===== src/rtl/fifo_uart_pkg.sv =====
// Shared types and width helpers for the FIFO-draining UART transmitter.
package fifo_uart_pkg;

  typedef enum logic [2:0] {
    IDLE,
    FETCH,
    LOAD,
    START,
    DATA,
    STOP
  } state_t;

  // A one-bit counter is still needed when a bit is only two clocks long.
  function automatic int baud_cnt_w(input int cpb);
    return ($clog2(cpb) > 1) ? $clog2(cpb) : 1;
  endfunction

  function automatic int bit_cnt_w(input int dw);
    return $clog2(dw + 1);
  endfunction

endpackage


===== src/rtl/uart_bit_timer.sv =====
// Bit-period down-counter: bit_tick marks the last clock of each serial bit.
module uart_bit_timer
  import fifo_uart_pkg::*;
#(
  parameter int CLKS_PER_BIT = 16
) (
  input  logic clk,
  input  logic rst,
  input  logic restart,
  output logic bit_tick
);

  localparam int CW = baud_cnt_w(CLKS_PER_BIT);
  localparam logic [CW-1:0] RELOAD = CW'(CLKS_PER_BIT - 1);

  logic [CW-1:0] cnt;

  // restart aligns a fresh full-length bit to the first cycle of a new state
  always_ff @(posedge clk) begin
    if (rst) begin
      cnt <= '0;
    end else if (restart || (cnt == '0)) begin
      cnt <= RELOAD;
    end else begin
      cnt <= cnt - CW'(1);
    end
  end

  assign bit_tick = (cnt == '0);

endmodule


===== src/rtl/fifo_uart_tx.sv =====
// Pops one FIFO word per frame and shifts it out as start + data (LSB first) + stop bits.
module fifo_uart_tx
  import fifo_uart_pkg::*;
#(
  parameter int DATA_WIDTH   = 8,
  parameter int CLKS_PER_BIT = 16,
  parameter int STOP_BITS    = 1
) (
  input  logic                  clk,
  input  logic                  rst,
  input  logic                  enable,
  input  logic                  fifo_empty,
  input  logic [DATA_WIDTH-1:0] fifo_dout,
  output logic                  fifo_rd_en,
  output logic                  tx,
  output logic                  busy,
  output logic                  frame_done
);

  localparam int BW = bit_cnt_w(DATA_WIDTH);
  localparam logic [BW-1:0] LAST_DATA = BW'(DATA_WIDTH - 1);
  localparam logic [BW-1:0] LAST_STOP = BW'(STOP_BITS - 1);

  state_t                  state;
  state_t                  state_next;
  logic [DATA_WIDTH-1:0]   shreg;
  logic [BW-1:0]           bit_cnt;
  logic                    bit_tick;
  logic                    restart;

  assign restart = (state_next != state);

  uart_bit_timer #(
    .CLKS_PER_BIT(CLKS_PER_BIT)
  ) u_timer (
    .clk     (clk),
    .rst     (rst),
    .restart (restart),
    .bit_tick(bit_tick)
  );

  always_ff @(posedge clk) begin
    if (rst) begin
      state <= IDLE;
    end else begin
      state <= state_next;
    end
  end

  always_comb begin
    state_next = state;
    case (state)
      IDLE:    if (enable && !fifo_empty) state_next = FETCH;
      FETCH:   state_next = LOAD;
      LOAD:    state_next = START;
      START:   if (bit_tick) state_next = DATA;
      DATA:    if (bit_tick && (bit_cnt == LAST_DATA)) state_next = STOP;
      STOP:    if (bit_tick && (bit_cnt == LAST_STOP)) state_next = IDLE;
      default: state_next = IDLE;
    endcase
  end

  // bit_cnt counts data bits in DATA and stop bits in STOP
  always_ff @(posedge clk) begin
    if (rst) begin
      shreg   <= '0;
      bit_cnt <= '0;
    end else begin
      if (state == LOAD) begin
        shreg <= fifo_dout;
      end else if ((state == DATA) && bit_tick) begin
        shreg <= shreg >> 1;
      end
      if (restart) begin
        bit_cnt <= '0;
      end else if (bit_tick && ((state == DATA) || (state == STOP))) begin
        bit_cnt <= bit_cnt + BW'(1);
      end
    end
  end

  always_comb begin
    tx         = 1'b1;
    fifo_rd_en = 1'b0;
    busy       = (state != IDLE);
    frame_done = 1'b0;
    case (state)
      FETCH:   fifo_rd_en = 1'b1;
      START:   tx = 1'b0;
      DATA:    tx = shreg[0];
      STOP:    frame_done = bit_tick && (bit_cnt == LAST_STOP);
      default: ;
    endcase
  end

endmodule


===== config.mk =====
export PLATFORM = sky130hd
export DESIGN_NAME = fifo_uart_tx
export DESIGN_NICKNAME = d
export VERILOG_FILES = /design/src/rtl/fifo_uart_pkg.sv /design/src/rtl/uart_bit_timer.sv /design/src/rtl/fifo_uart_tx.sv
export SDC_FILE = /design/constraint.sdc
export NUM_CORES = 1
export LEC_CHECK = 0
export ABC_CLOCK_PERIOD_IN_PS = 2500
export CORE_MARGIN = 4
export CORE_UTILIZATION = 40
export CTS_BUF_LIST = sky130_fd_sc_hd__clkbuf_4 sky130_fd_sc_hd__clkbuf_8
export CTS_CLUSTER_DIAMETER = 60
export CTS_CLUSTER_SIZE = 20
export DETAILED_ROUTE_END_ITERATION = 7
export PLACE_DENSITY = 0.67
export SYNTH_ARGS = -nofsm -noshare
export SYNTH_HDL_FRONTEND = slang
export SYNTH_SLANG_ARGS = --single-unit

===== constraint.sdc =====
create_clock -name clk -period 2.5 [get_ports clk]
set_clock_uncertainty 0.1 [all_clocks]
set_input_delay 0.375 -clock clk [delete_from_list [all_inputs] [get_ports clk]]
set_output_delay 0.375 -clock clk [all_outputs]
set_load 0.1 [all_outputs]

---- Yosys cells after proc, flatten, opt, wreduce, memory -nomap -nowiden ----
Index checks and enable logic that the tools add are counted.
operators by class
  add/subtract/negate cells ............... 2
  equality and inequality tests ........... 7
  multiplexer cells ....................... 11
  reductions and logical operators ........ 14
operators with widths
  cell                 number
  $pmux 3 s6           1
  $mux 8               2
  $mux 3               4
  $logic_not 4->1      2
  $eq 3x2->1 const B   2
  $eq 3x3->1 const B   2
  $logic_and 1x1->1    5
  $add 4x1->4 const B  1
  $eq 4x3->1 const B   1
  $mux 4               1
  $sub 4x1->4 const B  1
  $eq 3x1->1 const B   1
  $logic_not 3->1      1
  $ne 3x3->1           1
  $reduce_bool 3->1    1
  $logic_or 1x1->1     2
  $mux 1               2
  $pmux 1 s2           1
  $reduce_bool 2->1    1
  $reduce_or 2->1      1
  $logic_not 1->1      1
word-level totals
  bits in registers ....................... 19
  bits of input ports ..................... 12
  word-level logic and storage cells ...... 38

---- Longest topological paths before layout ----
Gate-level depths: netlist of the first run.
  depth in word-level cells ............... 7
  depth in mapped cells ................... 8
  gate-level depth less buffers ........... 6

---- Modules after synthesis ----
From an unflattened synthesis of the first run, not the netlist that was laid out.
second synthesis, totals
  cells, all modules ...................... 112
  area, all modules ....................... 1,074.8 um^2
modules (own cells, without submodules)
  module          instances  cells an instance  area an instance (um^2)
  fifo_uart_tx    1          93                 892.1
  uart_bit_timer  1          19                 182.7

---- Worst setup path after synthesis of the first run ----
OpenSTA, ideal clock, no wires.
  kind .................................... register -> output
  start ................................... register state[0]
  end ..................................... output port fifo_rd_en
  data arrival time ....................... 2.882 ns
  path slack .............................. -0.857 ns
  stages on the path, launching flop included .. 3
  buffers on the path ..................... 1
  cell sequence ........................... dfxtp_1 clkbuf_1 nor3b_1
between the ends
  longest elaborated chain between the ends .. 2
RTL lines
  item                      line                source
  start: declaration        fifo_uart_tx.sv:24  state_t state;
  start signal: assignment  fifo_uart_tx.sv:46  state <= state_next;
  $eq 3x1->1                fifo_uart_tx.sv:87  case (state)
  $mux 1                    fifo_uart_tx.sv:87
  end: declaration          fifo_uart_tx.sv:14  output logic fifo_rd_en,
Every way passes these cells.

---- Final worst setup path of the first run ----
  start ................................... register bit_cnt[0]
  end ..................................... output port frame_done
between the ends
  longest elaborated chain between the ends .. 3
RTL lines
  item                      line                source
  start: declaration        fifo_uart_tx.sv:27  logic [BW-1:0] bit_cnt;
  start signal: assignment  fifo_uart_tx.sv:77  bit_cnt <= bit_cnt + BW'(1);
  $logic_not 4->1           fifo_uart_tx.sv:91  STOP: frame_done = bit_tick && (bit_cnt == LAST_STOP);
  $logic_and 1x1->1         fifo_uart_tx.sv:91
  $mux 1                    fifo_uart_tx.sv:87
  end: declaration          fifo_uart_tx.sv:17  output logic frame_done
Every way passes these cells.

==> results of run 1 <==
==> cells by family after synthesis <==
| logic type | count (synthesis) | synth area share |
|---|---|---|
| buffers and inverters | 13 | 0.0579 |
| adders and majority gates | 3 | 0.0377 |
| and+or+nand+nor | 61 | 0.301 |
| DFF | 19 | 0.382 |
| xor gates and xnor gates | 5 | 0.0440 |
| AOI/OAI and AO/OA | 23 | 0.177 |
==> sequential cells by signal, indices dropped and copies added (netlist names) <==
| signal | cells |
|---|---|
| bit_cnt | 4 |
| u_timer.cnt | 4 |
| state | 3 |
| shreg | 8 |
==> layout make-up <==
class | count | area (µm²)
Fill cell | 228 | 1100
Timing Repair Buffer | 16 | 173
Tap cell | 28 | 35.0
Multi-Input combinational cell | 92 | 564
Sequential cell | 19 | 380
Inverter | 5 | 18.8
Clock buffer | 3 | 22.5
Clock inverter | 1 | 5.00
==> placed cells by master, fill, tap and decap left out, types with 4 or more instances in the layout <==
cell             count
xnor2_1              4
nand3_1              7
a21oi_1              4
dfxtp_1             19
clkdlybuf4s50_1     11
a31oi_1              4
inv_1                5
nor2_1              15
a311oi_1             7
nand2_1             20
==> critical path, stage by stage, from the launching register on <==
cell	delay (ns)
dfxtp_1	0.34
inv_1	0.09
ha_1	0.15
nor3b_1	0.31
nand2_1	0.16
nor2_2	0.18
buf_12	0.19
==> how the worst max path moves through the flow <==
stage	startpoint	endpoint	slack, ns	depth (start not counted)
floorplan	state[0]$_SDFF_PP0_	fifo_rd_en	0.13	2
finish	bit_cnt[0]$_SDFFE_PP0P_	frame_done	0.31	6
global route	bit_cnt[0]$_SDFFE_PP0P_	frame_done	0.11	6
CTS	bit_cnt[0]$_SDFFE_PP0P_	frame_done	0.30	6
detailed placement	u_timer.cnt[0]$_SDFF_PP0_	bit_cnt[3]$_SDFFE_PP0P_	0.34	6
global placement	u_timer.cnt[0]$_SDFF_PP0_	bit_cnt[2]$_SDFFE_PP0P_	0.42	6
==> where the power goes <==
part	total (mW)	switching, mW	internal (mW)	leakage (nW)
clock	0.158	0.0979	0.0596	0.0177
combinational	0.208	0.123	0.0845	0.247
sequential	0.368	0.0340	0.334	0.156
total	0.733	0.255	0.478	0.421
==> routing by layer <==
layer  share of wire  wire (µm)  vias to the layer above
met5               0          0                        -
met4          0.0073         15                        0
met3           0.051        104                        2
met2            0.43        882                       21
met1            0.51       1050                      397
li1                -          -                      453
==> impl_metrics.toml, run 1 <==
[placed_design]
dp_slack_ns = 0.340
dp.cells = 160
place_area_um2 = 1170
place_congestion = 0.747
port_buffers = 15
detailed_place_hpwl_um = 1540

[grt]
grt_util_met2 = 0.208
grtUsageMet1 = 0.163
track_usage = 0.128
grt_pass1_vias = 815
antenna_found_initial = 0
use_met3 = 0.0445
grt-ovfl-total = 0
grt-busiest-layer = "met2"
grt_pass1_wl_um = 3480
grt_max_degree = 17

[logic_synthesis]
syn-num-nets = 139
synth_edf_count = 0
ys_warn_count = 0
netlist.area_leader.share = 0.382
syn_area_um2 = 995
ys.flop_type = "dfxtp_1"
synth_common_cells = "nand2_1, dfxtp_1, nor2_1"
synth.ff_latch_count = 19
synthMostInstantiatedCell = "nand2_1"
synthTopCellsByArea = "dfxtp_1, nand2_1, a311oi_1"
post-synth-top-area-cell = "dfxtp_1"
syn_inst = 124
synth_area_per_cell_um2 = 8.02
async_flop_share = 0
synth.distinct_cells = 35
ys_seq_area_frac = 0.382

[clocking]
cts_max_level = 1
tritoncts = "done"
clkLatencyLatePin_ns = 0.30
path_clk_slew_ns = 0.11
cts.sinks = 19
cts_buffers = 3
cts_resized = 0
postCtsHoldBufs = 0
post_cts_buffers = 0
root_buffer = "clkbuf_4"
cts_max_path_buffers = 2

[floorplan]
rows = 17
core_area_um2 = 2300
initial_utilization = 0.433
pin_count = 16
die_y_um = 57.9
dieWidth_um = 57.9
die_area_um2 = 3350

[sta]
maxSlewHeadroom = 0.613
whs_ns = 0.383
fin_crit_sh = 0.875
fin_ws_ns = 0.313
tightest_slew_ns = 0.579
finalMaxSlewViolations = 0
max_freq_mhz = 457
hold_viol = 0
rsz0062_at_grt = "false"
fin_setup_tns_ns = 0
min_period_ns = 2.19
setup_violations = 0

[pwr]
powerDensity_nw_per_um2 = 612
p_total_mw = 0.733
p_leak_nw = 0.421
vdd_drop_max_uv = 663

[worst_setup_path]
reg2reg_slack_ns = 0.35
worstSetupStartpointType = "flip-flop"
worstReg2RegStart = "u_timer.cnt[0]$_SDFF_PP0_"
r2r-end = "state[0]$_SDFF_PP0_"
path_class = "reg2out"
end_kind = "primary output"
arrival_ns = 1.71
reg2reg_depth = 6
crit_fanout = 3
cp_data_required_time_ns = 2.03

[worst_hold_path]
min_path_type = "reg2reg"
hold_path_end = "shreg[7]$_SDFFE_PP0P_"
min_from = "shreg[7]$_SDFFE_PP0P_"
holdPathStages = 2

[detailed_routing]
drc = 0
dr_total_vias = 873
wl_per_cell_um = 12.5
drt_first_pass_iters = 4
viasPerCell = 5.32
ant_nets = 0
wirelength_um = 2050
drt_iter0_markers = 25

[finish]
fin_cells = 164
design_area_um2 = 1200
drive_above_1_share = 0.110
syn_to_final_growth_pct = 20.5
nNetsFinal = 152
n_antenna_cell = 0
fin_util = 0.522

[job]
maxCapViolations = 0

[status]
outcome = "finished, final reports clean"
Note: power is estimated with default switching activity, not from simulation.
==> run 2: changes to the inputs <==
--- a/config.mk
+++ b/config.mk
@@ -7,12 +7,12 @@
 export LEC_CHECK = 0
 export ABC_CLOCK_PERIOD_IN_PS = 2500
 export CORE_MARGIN = 4
-export CORE_UTILIZATION = 40
+export CORE_UTILIZATION = 54
 export CTS_BUF_LIST = sky130_fd_sc_hd__clkbuf_4 sky130_fd_sc_hd__clkbuf_8
 export CTS_CLUSTER_DIAMETER = 60
 export CTS_CLUSTER_SIZE = 20
 export DETAILED_ROUTE_END_ITERATION = 7
-export PLACE_DENSITY = 0.67
+export PLACE_DENSITY = 0.84
 export SYNTH_ARGS = -nofsm -noshare
 export SYNTH_HDL_FRONTEND = slang
 export SYNTH_SLANG_ARGS = --single-unit
==> impl_metrics.toml, run 2 (synthesized netlist as in run 1, its figures left out) <==
[finish]
fin_cells = 161
reg_top3 = "shreg x8, bit_cnt x4, u_timer.cnt x4"
seq_area_um2 = 380
top_register = "shreg"
nNetsFinal = 152
mostFrequentLayoutCells = "nand2_1, dfxtp_1, nor2_1, clkdlybuf4s50_1"
drive_above_1_share = 0.110
mostFrequentLayoutCell = "nand2_1"
syn_to_final_growth_pct = 20.1
n_antenna_cell = 0
multi_input_area_um2 = 564
largest_reg_flops = 8
fin_util = 0.685
nFillCells = 155

[job]
maxCapViolations = 0

[worst_setup_path]
end_kind = "primary output"
arrival_ns = 1.70
path_class = "reg2out"
cp_data_required_time_ns = 2.03
r2r-end = "state[0]$_SDFF_PP0_"
crit_slowest_cell = "dfxtp_1"
crit_fanout = 3
critPathBufInv = 2
max_stage_delay_ns = 0.34
worstReg2RegStart = "u_timer.cnt[0]$_SDFF_PP0_"
worstPathCellList = "inv_1, ha_1, nor3b_1, nand2_1, nor2_2, buf_12"
reg2reg_slack_ns = 0.35
reg2reg_depth = 6
crit_family = "simple AND/OR/NAND/NOR gates"
crit_start = "bit_cnt[0]$_SDFFE_PP0P_"
worstSetupStartpointType = "flip-flop"

[worst_hold_path]
hold_path_end = "shreg[4]$_SDFFE_PP0P_"
min_from = "shreg[4]$_SDFFE_PP0P_"
holdPathStages = 2
min_path_type = "reg2reg"

[detailed_routing]
drt_first_pass_iters = 4
viasPerCell = 5.56
drt_iter0_markers = 16
ant_nets = 0
wl_per_cell_um = 12.7
drc = 0
wirelength_um = 2040
dr_total_vias = 895

[clocking]
cts_max_level = 1
clkLatencyLatePin_ns = 0.30
post_cts_buffers = 0
postCtsHoldBufs = 0
tritoncts = "done"
cts.sinks = 19
cts_resized = 0
cts_buffers = 3
path_clk_slew_ns = 0.11
root_buffer = "clkbuf_4"
cts_max_path_buffers = 2

[sta]
fin_setup_tns_ns = 0
rsz0062_at_grt = "false"
maxSlewHeadroom = 0.610
finalMaxSlewViolations = 0
fin_crit_sh = 0.871
min_period_ns = 2.18
max_freq_mhz = 459
setup_violations = 0
hold_viol = 0
fin_ws_ns = 0.322
tightest_slew_ns = 0.583

[placed_design]
dp_slack_ns = 0.376
dp.cells = 157
detailed_place_hpwl_um = 1530
place_congestion = 0.763
port_buffers = 15

[grt]
antenna_found_initial = 0
grt_pass1_wl_um = 3470
grt-ovfl-total = 0
track_usage = 0.171
grt_pass1_vias = 809
grt_max_degree = 17

[floorplan]
die_y_um = 50.9
pin_count = 16
initial_utilization = 0.570
rows = 15
dieWidth_um = 50.9
core_area_um2 = 1750
die_area_um2 = 2590

[status]
outcome = "finished, final reports clean"

[pwr]
powerDensity_nw_per_um2 = 615
vdd_drop_max_uv = 307
p_leak_nw = 0.421
p_total_mw = 0.735
-- run 2: cell counts in the layout (fill, tap and decap cells not counted) --
No cell type changed its count.
-- run 2: routing by layer --
metal  GRT usage  routed length [µm]  vias to the layer above
met4      0.0762                  25                        0
met1       0.223                 971                      425
li1            -                   -                      456
met2       0.273                 990                       10
met3      0.0321                  56                        4
met5           0                   0                        -
-- run 2: final cells by class --
class,count,share of cell area
multi-input combinational,92,0.472
sequential,19,0.318
timing repair buffer,16,0.145
tap,25,0.0262
clock buffer,3,0.0188
inverter,5,0.0157
clock inverter,1,0.00419
-- run 2: how the worst max path moves through the flow --
stage          cells after the start  slack, ns                   to
2_1_floorplan                      2       0.13           fifo_rd_en
3_3_place_gp                       6       0.45  state[0]$_SDFF_PP0_
5_1_grt                            6       0.13           frame_done
6_report                           6       0.32           frame_done
4_1_cts                            6       0.30           frame_done
3_5_place_dp                       6       0.38  state[0]$_SDFF_PP0_
-- run 2: power by group --
| group | internal, mW | switching [mW] | leakage [nW] |
|---|---|---|---|
| Combinational | 0.0848 | 0.123 | 0.247 |
| Sequential | 0.334 | 0.0343 | 0.156 |
| Clock | 0.0597 | 0.0986 | 0.0177 |
| Total | 0.479 | 0.256 | 0.421 |
-- run 2: worst reg2reg max path, stage by stage (launching register included) --
cell and delay [ns]:
dfxtp_1 0.34, inv_1 0.06, ha_1 0.19, or3b_1 0.49, or3_1 0.51, or2_0 0.27
a31oi_1 0.12
-- run 2: per-stage QoR --
stage | hold slack (ns) | instance area [µm²]
floorplan | 0.339 | 1000
global placement | 0.358 | 1170
detailed placement | 0.367 | 1170
CTS | 0.390 | 1190
global route | 0.415 | 1190
finish | 0.388 | 1190
